--- src/rtl/dac8568_pkg.sv ---
// dac8568_pkg
//   Shared definitions for the DAC8568 serial frame: frame length, field
//   bit positions, command codes and the broadcast address. Used by the
//   frame receiver and by the DAC controller on the other side of the link.
package dac8568_pkg;

  localparam int FRAME_BITS = 32;

  localparam int PREFIX_MSB = 31;
  localparam int PREFIX_LSB = 28;
  localparam int CMD_MSB    = 27;
  localparam int CMD_LSB    = 24;
  localparam int CHAN_MSB   = 23;
  localparam int CHAN_LSB   = 20;
  localparam int DATA_MSB   = 19;
  localparam int DATA_LSB   = 4;
  localparam int FEAT_MSB   = 3;
  localparam int FEAT_LSB   = 0;

  localparam logic [3:0] CMD_WRITE         = 4'b0000;
  localparam logic [3:0] CMD_UPDATE        = 4'b0001;
  localparam logic [3:0] CMD_WRITE_UPD_ALL = 4'b0010;
  localparam logic [3:0] CMD_WRITE_UPD     = 4'b0011;
  localparam logic [3:0] CMD_CLEAR         = 4'b0111;

  localparam logic [3:0] ADDR_ALL = 4'hF;

  typedef struct packed {
    logic [3:0]  prefix;
    logic [3:0]  cmd;
    logic [3:0]  chan;
    logic [15:0] data;
    logic [3:0]  feat;
  } frame_t;

  function automatic frame_t decode_frame(input logic [FRAME_BITS-1:0] w);
    frame_t f;
    f.prefix = w[PREFIX_MSB:PREFIX_LSB];
    f.cmd    = w[CMD_MSB:CMD_LSB];
    f.chan   = w[CHAN_MSB:CHAN_LSB];
    f.data   = w[DATA_MSB:DATA_LSB];
    f.feat   = w[FEAT_MSB:FEAT_LSB];
    return f;
  endfunction

endpackage

--- src/rtl/sync_edge.sv ---
// sync_edge
//   Brings one asynchronous input into the clk_in domain through a STAGES
//   deep flop chain and derives one-cycle rise/fall strobes from the
//   synchronized copy.
//   clk_in   : system clock
//   rst_in   : synchronous active-high reset; chain and edge history load RST_VAL
//   d_in     : raw asynchronous input
//   q_out    : synchronized level
//   rise_out : one-cycle strobe on a synchronized 0->1 transition
//   fall_out : one-cycle strobe on a synchronized 1->0 transition
module sync_edge #(
  parameter int   STAGES  = 2,
  parameter logic RST_VAL = 1'b0
) (
  input  logic clk_in,
  input  logic rst_in,
  input  logic d_in,
  output logic q_out,
  output logic rise_out,
  output logic fall_out
);

  logic [STAGES-1:0] sync_q;
  logic [STAGES-1:0] sync_d;
  logic              prev_q;
  logic              prev_d;

  always_comb begin
    sync_d = (sync_q << 1) | STAGES'(d_in);
    prev_d = sync_q[STAGES-1];
  end

  always_ff @(posedge clk_in) begin
    if (rst_in) begin
      sync_q <= {STAGES{RST_VAL}};
      prev_q <= RST_VAL;
    end else begin
      sync_q <= sync_d;
      prev_q <= prev_d;
    end
  end

  // Strobes are combinational from the last stage so they line up with
  // the cycle in which the synchronized level first shows the new value.
  assign q_out    = sync_q[STAGES-1];
  assign rise_out = sync_q[STAGES-1] & ~prev_q;
  assign fall_out = ~sync_q[STAGES-1] & prev_q;

endmodule

--- src/rtl/dac_spi_rx.sv ---
// dac_spi_rx
//   Slave-side model of a DAC8568 serial interface. Receives 32-bit frames
//   (MSB first, sampled on sclk falling edges while nsync is low), decodes
//   them, and maintains per-channel input and DAC registers.
//
//   state | meaning
//   IDLE  | waiting for nsync to fall
//   SHIFT | collecting bits; abort if nsync rises before 32 bits
//   HOLD  | frame committed, ignoring sclk until nsync returns high
//
//   clk_in, rst_in           : clock, synchronous active-high reset
//   sclk_in, nsync_in, din_in: serial link from the master (asynchronous)
//   nldac_in                 : load strobe, falling edge copies input->DAC regs
//   nclr_in                  : clear, DAC regs held at 0 while low
//   dv_out + field outputs   : one-cycle strobe per completed frame, fields held
//   frame_err_out            : one-cycle strobe per aborted frame
//   rd_chan_in               : readback channel select
//   in_reg_out, dac_reg_out  : combinational readback of the selected channel
module dac_spi_rx
  import dac8568_pkg::*;
#(
  parameter int N_CHAN      = 8,
  parameter int W_DATA      = 16,
  parameter int SYNC_STAGES = 2
) (
  input  logic              clk_in,
  input  logic              rst_in,
  input  logic              sclk_in,
  input  logic              nsync_in,
  input  logic              din_in,
  input  logic              nldac_in,
  input  logic              nclr_in,
  output logic              dv_out,
  output logic [3:0]        cmd_out,
  output logic [3:0]        chan_out,
  output logic [W_DATA-1:0] data_out,
  output logic [3:0]        feat_out,
  output logic              frame_err_out,
  input  logic [2:0]        rd_chan_in,
  output logic [W_DATA-1:0] in_reg_out,
  output logic [W_DATA-1:0] dac_reg_out
);

  localparam logic [1:0] ST_IDLE  = 2'd0;
  localparam logic [1:0] ST_SHIFT = 2'd1;
  localparam logic [1:0] ST_HOLD  = 2'd2;

  localparam logic [5:0] CNT_FULL = 6'(FRAME_BITS);

  logic sclk_lvl, sclk_rise, sclk_fall;
  logic nsync_lvl, nsync_rise, nsync_fall;
  logic din_lvl, din_rise, din_fall;
  logic nldac_lvl, nldac_rise, nldac_fall;
  logic nclr_lvl, nclr_rise, nclr_fall;

  sync_edge #(.STAGES(SYNC_STAGES), .RST_VAL(1'b0)) u_sync_sclk (
    .clk_in(clk_in), .rst_in(rst_in), .d_in(sclk_in),
    .q_out(sclk_lvl), .rise_out(sclk_rise), .fall_out(sclk_fall)
  );
  sync_edge #(.STAGES(SYNC_STAGES), .RST_VAL(1'b1)) u_sync_nsync (
    .clk_in(clk_in), .rst_in(rst_in), .d_in(nsync_in),
    .q_out(nsync_lvl), .rise_out(nsync_rise), .fall_out(nsync_fall)
  );
  sync_edge #(.STAGES(SYNC_STAGES), .RST_VAL(1'b0)) u_sync_din (
    .clk_in(clk_in), .rst_in(rst_in), .d_in(din_in),
    .q_out(din_lvl), .rise_out(din_rise), .fall_out(din_fall)
  );
  sync_edge #(.STAGES(SYNC_STAGES), .RST_VAL(1'b1)) u_sync_nldac (
    .clk_in(clk_in), .rst_in(rst_in), .d_in(nldac_in),
    .q_out(nldac_lvl), .rise_out(nldac_rise), .fall_out(nldac_fall)
  );
  sync_edge #(.STAGES(SYNC_STAGES), .RST_VAL(1'b1)) u_sync_nclr (
    .clk_in(clk_in), .rst_in(rst_in), .d_in(nclr_in),
    .q_out(nclr_lvl), .rise_out(nclr_rise), .fall_out(nclr_fall)
  );

  logic unused_sync;
  assign unused_sync = &{1'b0, sclk_lvl, sclk_rise, din_rise, din_fall,
                         nldac_lvl, nldac_rise, nclr_rise, nclr_fall};

  logic [1:0]            state_q, state_d;
  logic [5:0]            cnt_q, cnt_d;
  logic [FRAME_BITS-1:0] shift_q, shift_d;
  logic                  dv_q, dv_d;
  logic                  err_q, err_d;
  logic                  commit;

  always_comb begin
    state_d = state_q;
    cnt_d   = cnt_q;
    shift_d = shift_q;
    dv_d    = 1'b0;
    err_d   = 1'b0;
    commit  = 1'b0;
    case (state_q)
      ST_IDLE: begin
        if (nsync_fall) begin
          state_d = ST_SHIFT;
          cnt_d   = '0;
          shift_d = '0;
        end
      end
      ST_SHIFT: begin
        // A full count wins over a simultaneous nsync rise: the frame is complete.
        if (cnt_q == CNT_FULL) begin
          commit  = 1'b1;
          dv_d    = 1'b1;
          state_d = ST_HOLD;
        end else if (nsync_rise) begin
          err_d   = 1'b1;
          state_d = ST_IDLE;
        end else if (sclk_fall) begin
          shift_d = {shift_q[FRAME_BITS-2:0], din_lvl};
          cnt_d   = cnt_q + 6'd1;
        end
      end
      ST_HOLD: begin
        // Level test so an nsync rise that landed during the commit cycle
        // still releases the FSM.
        if (nsync_lvl) state_d = ST_IDLE;
      end
      default: state_d = ST_IDLE;
    endcase
  end

  frame_t frame;
  assign frame = decode_frame(shift_q);

  logic [3:0]        cmd_q, cmd_d;
  logic [3:0]        chan_q, chan_d;
  logic [W_DATA-1:0] data_q, data_d;
  logic [3:0]        feat_q, feat_d;

  always_comb begin
    cmd_d  = cmd_q;
    chan_d = chan_q;
    data_d = data_q;
    feat_d = feat_q;
    if (commit) begin
      cmd_d  = frame.cmd;
      chan_d = frame.chan;
      data_d = W_DATA'(frame.data);
      feat_d = frame.feat;
    end
  end

  logic [W_DATA-1:0] in_reg_q  [N_CHAN];
  logic [W_DATA-1:0] in_reg_d  [N_CHAN];
  logic [W_DATA-1:0] dac_reg_q [N_CHAN];
  logic [W_DATA-1:0] dac_reg_d [N_CHAN];
  logic              addr_ok;
  logic              hit;
  logic [W_DATA-1:0] wdata;

  // Update order matters: frame commit first, then an nldac copy sees the
  // freshly written input registers, then clear overrides every DAC update.
  always_comb begin
    in_reg_d  = in_reg_q;
    dac_reg_d = dac_reg_q;
    hit       = 1'b0;
    wdata     = W_DATA'(frame.data);
    addr_ok   = (frame.chan == ADDR_ALL) || (int'(frame.chan) < N_CHAN);
    if (commit && (frame.prefix == 4'd0)) begin
      if (frame.cmd == CMD_CLEAR) begin
        for (int i = 0; i < N_CHAN; i++) begin
          in_reg_d[i]  = '0;
          dac_reg_d[i] = '0;
        end
      end else if (addr_ok) begin
        for (int i = 0; i < N_CHAN; i++) begin
          hit = (frame.chan == ADDR_ALL) || (int'(frame.chan) == i);
          if (hit) begin
            case (frame.cmd)
              CMD_WRITE, CMD_WRITE_UPD_ALL: in_reg_d[i] = wdata;
              CMD_UPDATE:                   dac_reg_d[i] = in_reg_q[i];
              CMD_WRITE_UPD: begin
                in_reg_d[i]  = wdata;
                dac_reg_d[i] = wdata;
              end
              default: ;
            endcase
          end
        end
        if (frame.cmd == CMD_WRITE_UPD_ALL) dac_reg_d = in_reg_d;
      end
    end
    if (nldac_fall) dac_reg_d = in_reg_d;
    if (!nclr_lvl) begin
      for (int i = 0; i < N_CHAN; i++) dac_reg_d[i] = '0;
    end
  end

  always_ff @(posedge clk_in) begin
    if (rst_in) begin
      state_q <= ST_IDLE;
      cnt_q   <= '0;
      shift_q <= '0;
      dv_q    <= 1'b0;
      err_q   <= 1'b0;
      cmd_q   <= '0;
      chan_q  <= '0;
      data_q  <= '0;
      feat_q  <= '0;
      for (int i = 0; i < N_CHAN; i++) begin
        in_reg_q[i]  <= '0;
        dac_reg_q[i] <= '0;
      end
    end else begin
      state_q   <= state_d;
      cnt_q     <= cnt_d;
      shift_q   <= shift_d;
      dv_q      <= dv_d;
      err_q     <= err_d;
      cmd_q     <= cmd_d;
      chan_q    <= chan_d;
      data_q    <= data_d;
      feat_q    <= feat_d;
      in_reg_q  <= in_reg_d;
      dac_reg_q <= dac_reg_d;
    end
  end

  assign dv_out        = dv_q;
  assign frame_err_out = err_q;
  assign cmd_out       = cmd_q;
  assign chan_out      = chan_q;
  assign data_out      = data_q;
  assign feat_out      = feat_q;

  assign in_reg_out  = (int'(rd_chan_in) < N_CHAN) ? in_reg_q[rd_chan_in]  : '0;
  assign dac_reg_out = (int'(rd_chan_in) < N_CHAN) ? dac_reg_q[rd_chan_in] : '0;

endmodule

--- config.mk ---
export PLATFORM = sky130hd
export DESIGN_NAME = dac_spi_rx
export DESIGN_NICKNAME = d
export VERILOG_FILES = /design/src/rtl/dac8568_pkg.sv /design/src/rtl/sync_edge.sv /design/src/rtl/dac_spi_rx.sv
export SDC_FILE = /design/constraint.sdc
export NUM_CORES = 1
export LEC_CHECK = 0
export BUFFER_PORTS_ARGS = -buffer_cell sky130_fd_sc_hd__buf_2
export CAP_MARGIN = 20
export CORE_MARGIN = 2
export CORE_UTILIZATION = 40
export CTS_CLUSTER_SIZE = 40
export DETAILED_ROUTE_END_ITERATION = 10
export GPL_ROUTABILITY_DRIVEN = 0
export GPL_TIMING_DRIVEN = 0
export SYNTH_ARGS = -nofsm -noshare
export SYNTH_HDL_FRONTEND = slang
export SYNTH_HIERARCHICAL = 1
export SYNTH_SLANG_ARGS = --single-unit
--- constraint.sdc ---
create_clock -name clk_in -period 4.8 [get_ports clk_in]
set_input_delay 0.96 -clock clk_in [delete_from_list [all_inputs] [get_ports clk_in]]
set_output_delay 0.96 -clock clk_in [all_outputs]
set_load 0.005 [all_outputs]
# [After elaboration in Yosys (flattened, before gate mapping)]
# Cells that the tools add are included.
[op_classes] addsub=1 magnitude_cmp=2 eq_ne=21 n_mux=64 bitwise_logic=16 n_reduce_logical=39
[op_table] cell="$mux W128" n=8
[op_table] cell="$mux W16" n=28
[op_table] cell="$pmux W16 S2" n=8
[op_table] cell="$mux W32" n=4
[op_table] cell="$bmux W16 S3" n=2
[op_table] cell="$pmux W32 S2" n=1
[op_table] cell="$reduce_and A4 Y1" n=8
[op_table] cell="$reduce_bool A4 Y1" n=8
[op_table] cell="$mux W6" n=4
[op_table] cell="$eq A4 B4 Y1 const B" n=5
[op_table] cell="$eq A4 B2 Y1 const B" n=3
[op_table] cell="$eq A4 B3 Y1 const B" n=3
[op_table] cell="$logic_not A4 Y1" n=3
[op_table] cell="$pmux W6 S2" n=1
[op_table] cell="$or A2 B1 Y2" n=5
[op_table] cell="$logic_or A1 B1 Y1" n=9
[op_table] cell="$mux W2" n=4
[op_table] cell="$ne A2 B2 Y1 const B" n=4
[op_table] cell="$add A6 B1 Y6 const B" n=1
[op_table] cell="$eq A6 B6 Y1 const B" n=1
[op_table] cell="$not A1 Y1" n=6
[op_table] cell="$pmux W2 S3" n=1
[op_table] cell="$reduce_or A3 Y1" n=2
[op_table] cell="$reduce_and A5 Y1" n=1
[op_table] cell="other kinds (17)" n=23
[word_totals] ff_bits=339 in_bits=10 out_inout_bits=62 wordCells=176

# [Longest topological paths before layout]
[logic_depth] depth_word=9 ltp_mapped=11 ltp_nobuf=8

# [By module]
# The synthesis kept the hierarchy.
[modules_own_cells] mod="dac_spi_rx" instances=1 cells_per_inst=1877 area_per_inst_um2=16372.0 seq_area_each_um2=6526.3
[modules_own_cells] mod="sync_edge at u_sync_nclr ..." instances=3 cells_per_inst=8 area_per_inst_um2=92.6 seq_area_each_um2=60.1
[modules_own_cells] mod="sync_edge at u_sync_din ..." instances=2 cells_per_inst=8 area_per_inst_um2=91.3 seq_area_each_um2=60.1

# [Worst setup path before layout]
# No wires, ideal clock.
[synth_timing] kind="input port to output port" startpoint="input port rd_chan_in[1]" endpoint="output port in_reg_out[12]" t_arrival_ps=2582 t_required_ps=3840 path_slack_ps=1258 stages=5 n_path_buf=3 cell_sequence="buf_2 clkbuf_1 buf_1 mux4_2 mux2_2"
[synth_between] elab_chain_len=4
[synth_lines] item="from (decl)" line="dac_spi_rx.sv:39" text="input logic [2:0] rd_chan_in,"
[synth_lines] item="$not A3 Y4 (implied by the code)" line="dac_spi_rx.sv:230" text="assign in_reg_out = (int'(rd_chan_in) < N_CHAN) ? in_reg_q[rd_chan_in] : '0;"
[synth_lines] item="$bmux W16 S3" line="dac_spi_rx.sv:230"
[synth_lines] item="$mux W16 (implied by the code) (2 in series)" line="dac_spi_rx.sv:230"
[synth_lines] item="to (decl)" line="dac_spi_rx.sv:40" text="output logic [W_DATA-1:0] in_reg_out,"
# No other way between the ends. The select of a mux whose other input is x is not followed.

# [Worst setup path in the final report]
[layout_timing] startpoint="input port rd_chan_in[1]" endpoint="output port in_reg_out[6]"
# Same word-level chain as after synthesis.

==> summary by stage <==
Critical path
The critical path endpoint category is an output port. The maximum fanout encountered on the critical timing path is 10. The required time reported for the critical path endpoint is 3.84 ns.

By startpoint and endpoint, the worst setup path is classified as input port to output port. For the worst setup path, the data arrival time is between 3 and 4 ns. The worst reg-to-reg setup slack is 1.74 ns. The worst setup path is launched from an input port.

Global routing
The number of global-route vias before repair is around 16,000. The first global-routing pass estimated roughly 110 mm of wire. In the global route stage, overall resource usage came out at 0.330. For this run the aggregate overflow at the end of global routing stands at 0. The largest net degree at the start of global routing is 15. The number of antenna violations at the first check in global routing came to 0.

Floorplanning
For this configuration, the core starts out at a cell density of 0.407. The floorplan step defined a die boundary enclosing 43,500 µm². From left edge to right edge, the die measures about 210 µm.

The core footprint is 41,100 µm². The die boundary height is 209 µm. 72 I/O pins were placed. The initialized floorplan defines 74 standard-cell rows.

STA
The highest clock rate is between 200 and 250 MHz. The transition time at the pin with the least slew margin is 1.24 ns. The clock skew is around 0.019 ns. The total count of max-transition violations in the final report is 0. Setup violations remaining at the end of the flow were counted as 0. Setup repair after global routing left no endpoint under its margin.

The period utilization is 0.972. The minimum period implied by the final worst setup slack is 4.66 ns. Headroom to the max-slew limit came out at 0.168. The final number of hold-violating endpoints was 0. Across all hold checks on the routed design, the worst slack comes to 0.405 ns.

The summed negative setup slack over all endpoints is 0 ns. The final worst setup slack is about 0.14 ns.

Synthesis
The mapped cell area is 16,700 µm². A synthesized cell averages 8.78 µm². Counting every instance in the synthesized netlist gives 1,907.

The total number of yosys warnings is 6. The net count after synthesis is 1,919.

Routing
Summing over every cut layer, the via total after detailed routing is 16,900. The overall routed net length is approximately 74 mm. The post-route DRC violation count is 0. For this run, the detailed router's first-pass iteration total came to 5.

The wire length per cell is around 29 µm. Dividing the detail-routed via count by the number of cells gives 6.58. The antenna violation net count after detailed routing is 0. For this block, the initial DRC count from the detailed router was 2,522.

CTS
The TritonCTS clock tree is done. The cell sitting at the root of the clock tree is a sky130_fd_sc_hd__clkbuf_16. Buffers added to address setup during post-CTS repair amount to 0. The maximum number of buffers from clock root to sink is 3. Gates resized during post-CTS repair numbered 0. The number of CTS-inserted buffers is 38. The clock-pin slew reported for the worst setup and hold paths after clock tree synthesis is about 0.060 ns. The number of sinks driven by the clock tree is 339. The count of hold-fix buffers inserted at cts is 0. The clock insertion delay at the later pin of the skew report is about 0.55 ns. The number of H-tree levels is 2.

Finish
Of the cells placed in the final design, the portion with a size suffix greater than 1 is 0.182. The antenna diode instance count is 0. In the final design database the tool counted slightly above 2,000 nets. Compared with the post-synthesis result, the final layout area differs by 13.4%.

Placed design
During placement, the flow inserted port buffers numbering between 60 and 70. The post-DP HPWL is 52.0 mm. Timing analysis after detailed placement gives a worst setup slack of 0.143 ns.

Power
In this run the power density over the cells is 317 nW/µm². The leakage power of the design is ~6.5 nW. The maximum ir drop on the vdd rail is 204 µV.

Job
The number of maximum-capacitance constraint violations is 0.

Status
The run finished with clean final reports.

Worst hold path
The worst hold path belongs to the class register to register.
routing by layer:
metal / vias to the layer above / routed length, µm / global-route usage
li1: 7240 / - / -
met3: 273 / 10500 / 0.113
met2: 1320 / 30100 / 0.477
met4: 0 / 5190 / 0.200
met1: 8101 / 28000 / 0.424
met5: - / 0 / 0
flip-flops by register name, indices dropped and copies added (netlist names):
register	cells
cmd_out	4
u_sync_nsync/sync_q	2
u_sync_nldac/prev_q	1
u_sync_nldac/sync_q	2
data_out	16
dv_out	1
cnt_q	6
u_sync_nsync/prev_q	1
feat_out	4
frame	32
u_sync_din/sync_q	2
frame_err_out	1
dac_reg_q	128
u_sync_nclr/sync_q	2
state_q	2
u_sync_sclk/sync_q	2
chan_out	4
in_reg_q	128
u_sync_sclk/prev_q	1
worst max-delay path, cell delays in order:
cell and delay [ns]:
sky130_fd_sc_hd__buf_2 0.36, sky130_fd_sc_hd__clkbuf_1 0.68, sky130_fd_sc_hd__clkbuf_1 0.73, sky130_fd_sc_hd__mux4_2 0.48, sky130_fd_sc_hd__mux2_2 0.33, sky130_fd_sc_hd__buf_2 0.14
cells in the final DEF (no fill, tap or decap), types with 95 or more instances in the layout:
cell type / instances
sky130_fd_sc_hd__dfxtp_1: 339
sky130_fd_sc_hd__nand2_1: 223
sky130_fd_sc_hd__nor2_1: 154
sky130_fd_sc_hd__a21oi_1: 136
sky130_fd_sc_hd__buf_2: 130
sky130_fd_sc_hd__a22oi_1: 128
sky130_fd_sc_hd__o21ai_0: 122
sky130_fd_sc_hd__clkbuf_1: 116
sky130_fd_sc_hd__o21ai_1: 104
sky130_fd_sc_hd__a31oi_1: 95
path summary, 6_finish.rpt:
path                            cells past startpoint                endpoint              startpoint
worst max-delay path                                6           in_reg_out[6]           rd_chan_in[1]
worst min-delay path                                1  u_sync_nldac/sync_q[1]  u_sync_nldac/sync_q[0]
worst max register to register                      9            in_reg_q[25]               frame[25]
worst min register to register                      1  u_sync_nldac/sync_q[1]  u_sync_nldac/sync_q[0]
through the flow:
stage | utilization | power (W) | cells | cell area [µm²]
floorplan | - | 0.00308 | 1907 | 16700
global placement | 0.432 | 0.00319 | 2507 | 17700
detailed placement | 0.432 | 0.00319 | 2509 | 17800
CTS | 0.461 | 0.00599 | 2572 | 19000
global route | 0.462 | 0.00613 | 2574 | 19000
finish | 0.462 | 0.00602 | 2574 | 19000
layout make-up:
| type | count | area, µm² |
|---|---|---|
| Timing Repair Buffer | 72 | 389 |
| Inverter | 7 | 26.3 |
| Buffer | 193 | 871 |
| Tap cell | 532 | 666 |
| Fill cell | 4086 | 22100 |
| Clock inverter | 4 | 23.8 |
| Sequential cell | 339 | 6790 |
| Clock buffer | 59 | 1160 |
| Multi-Input combinational cell | 1368 | 9060 |
where the power goes:
part | internal (W) | total (W) | switching, W
Combinational | 0.0000818 | 0.000303 | 0.000221
Clock | 0.00165 | 0.00288 | 0.00122
Sequential | 0.00283 | 0.00285 | 0.0000112
Note: power is estimated with default switching activity, not from simulation.
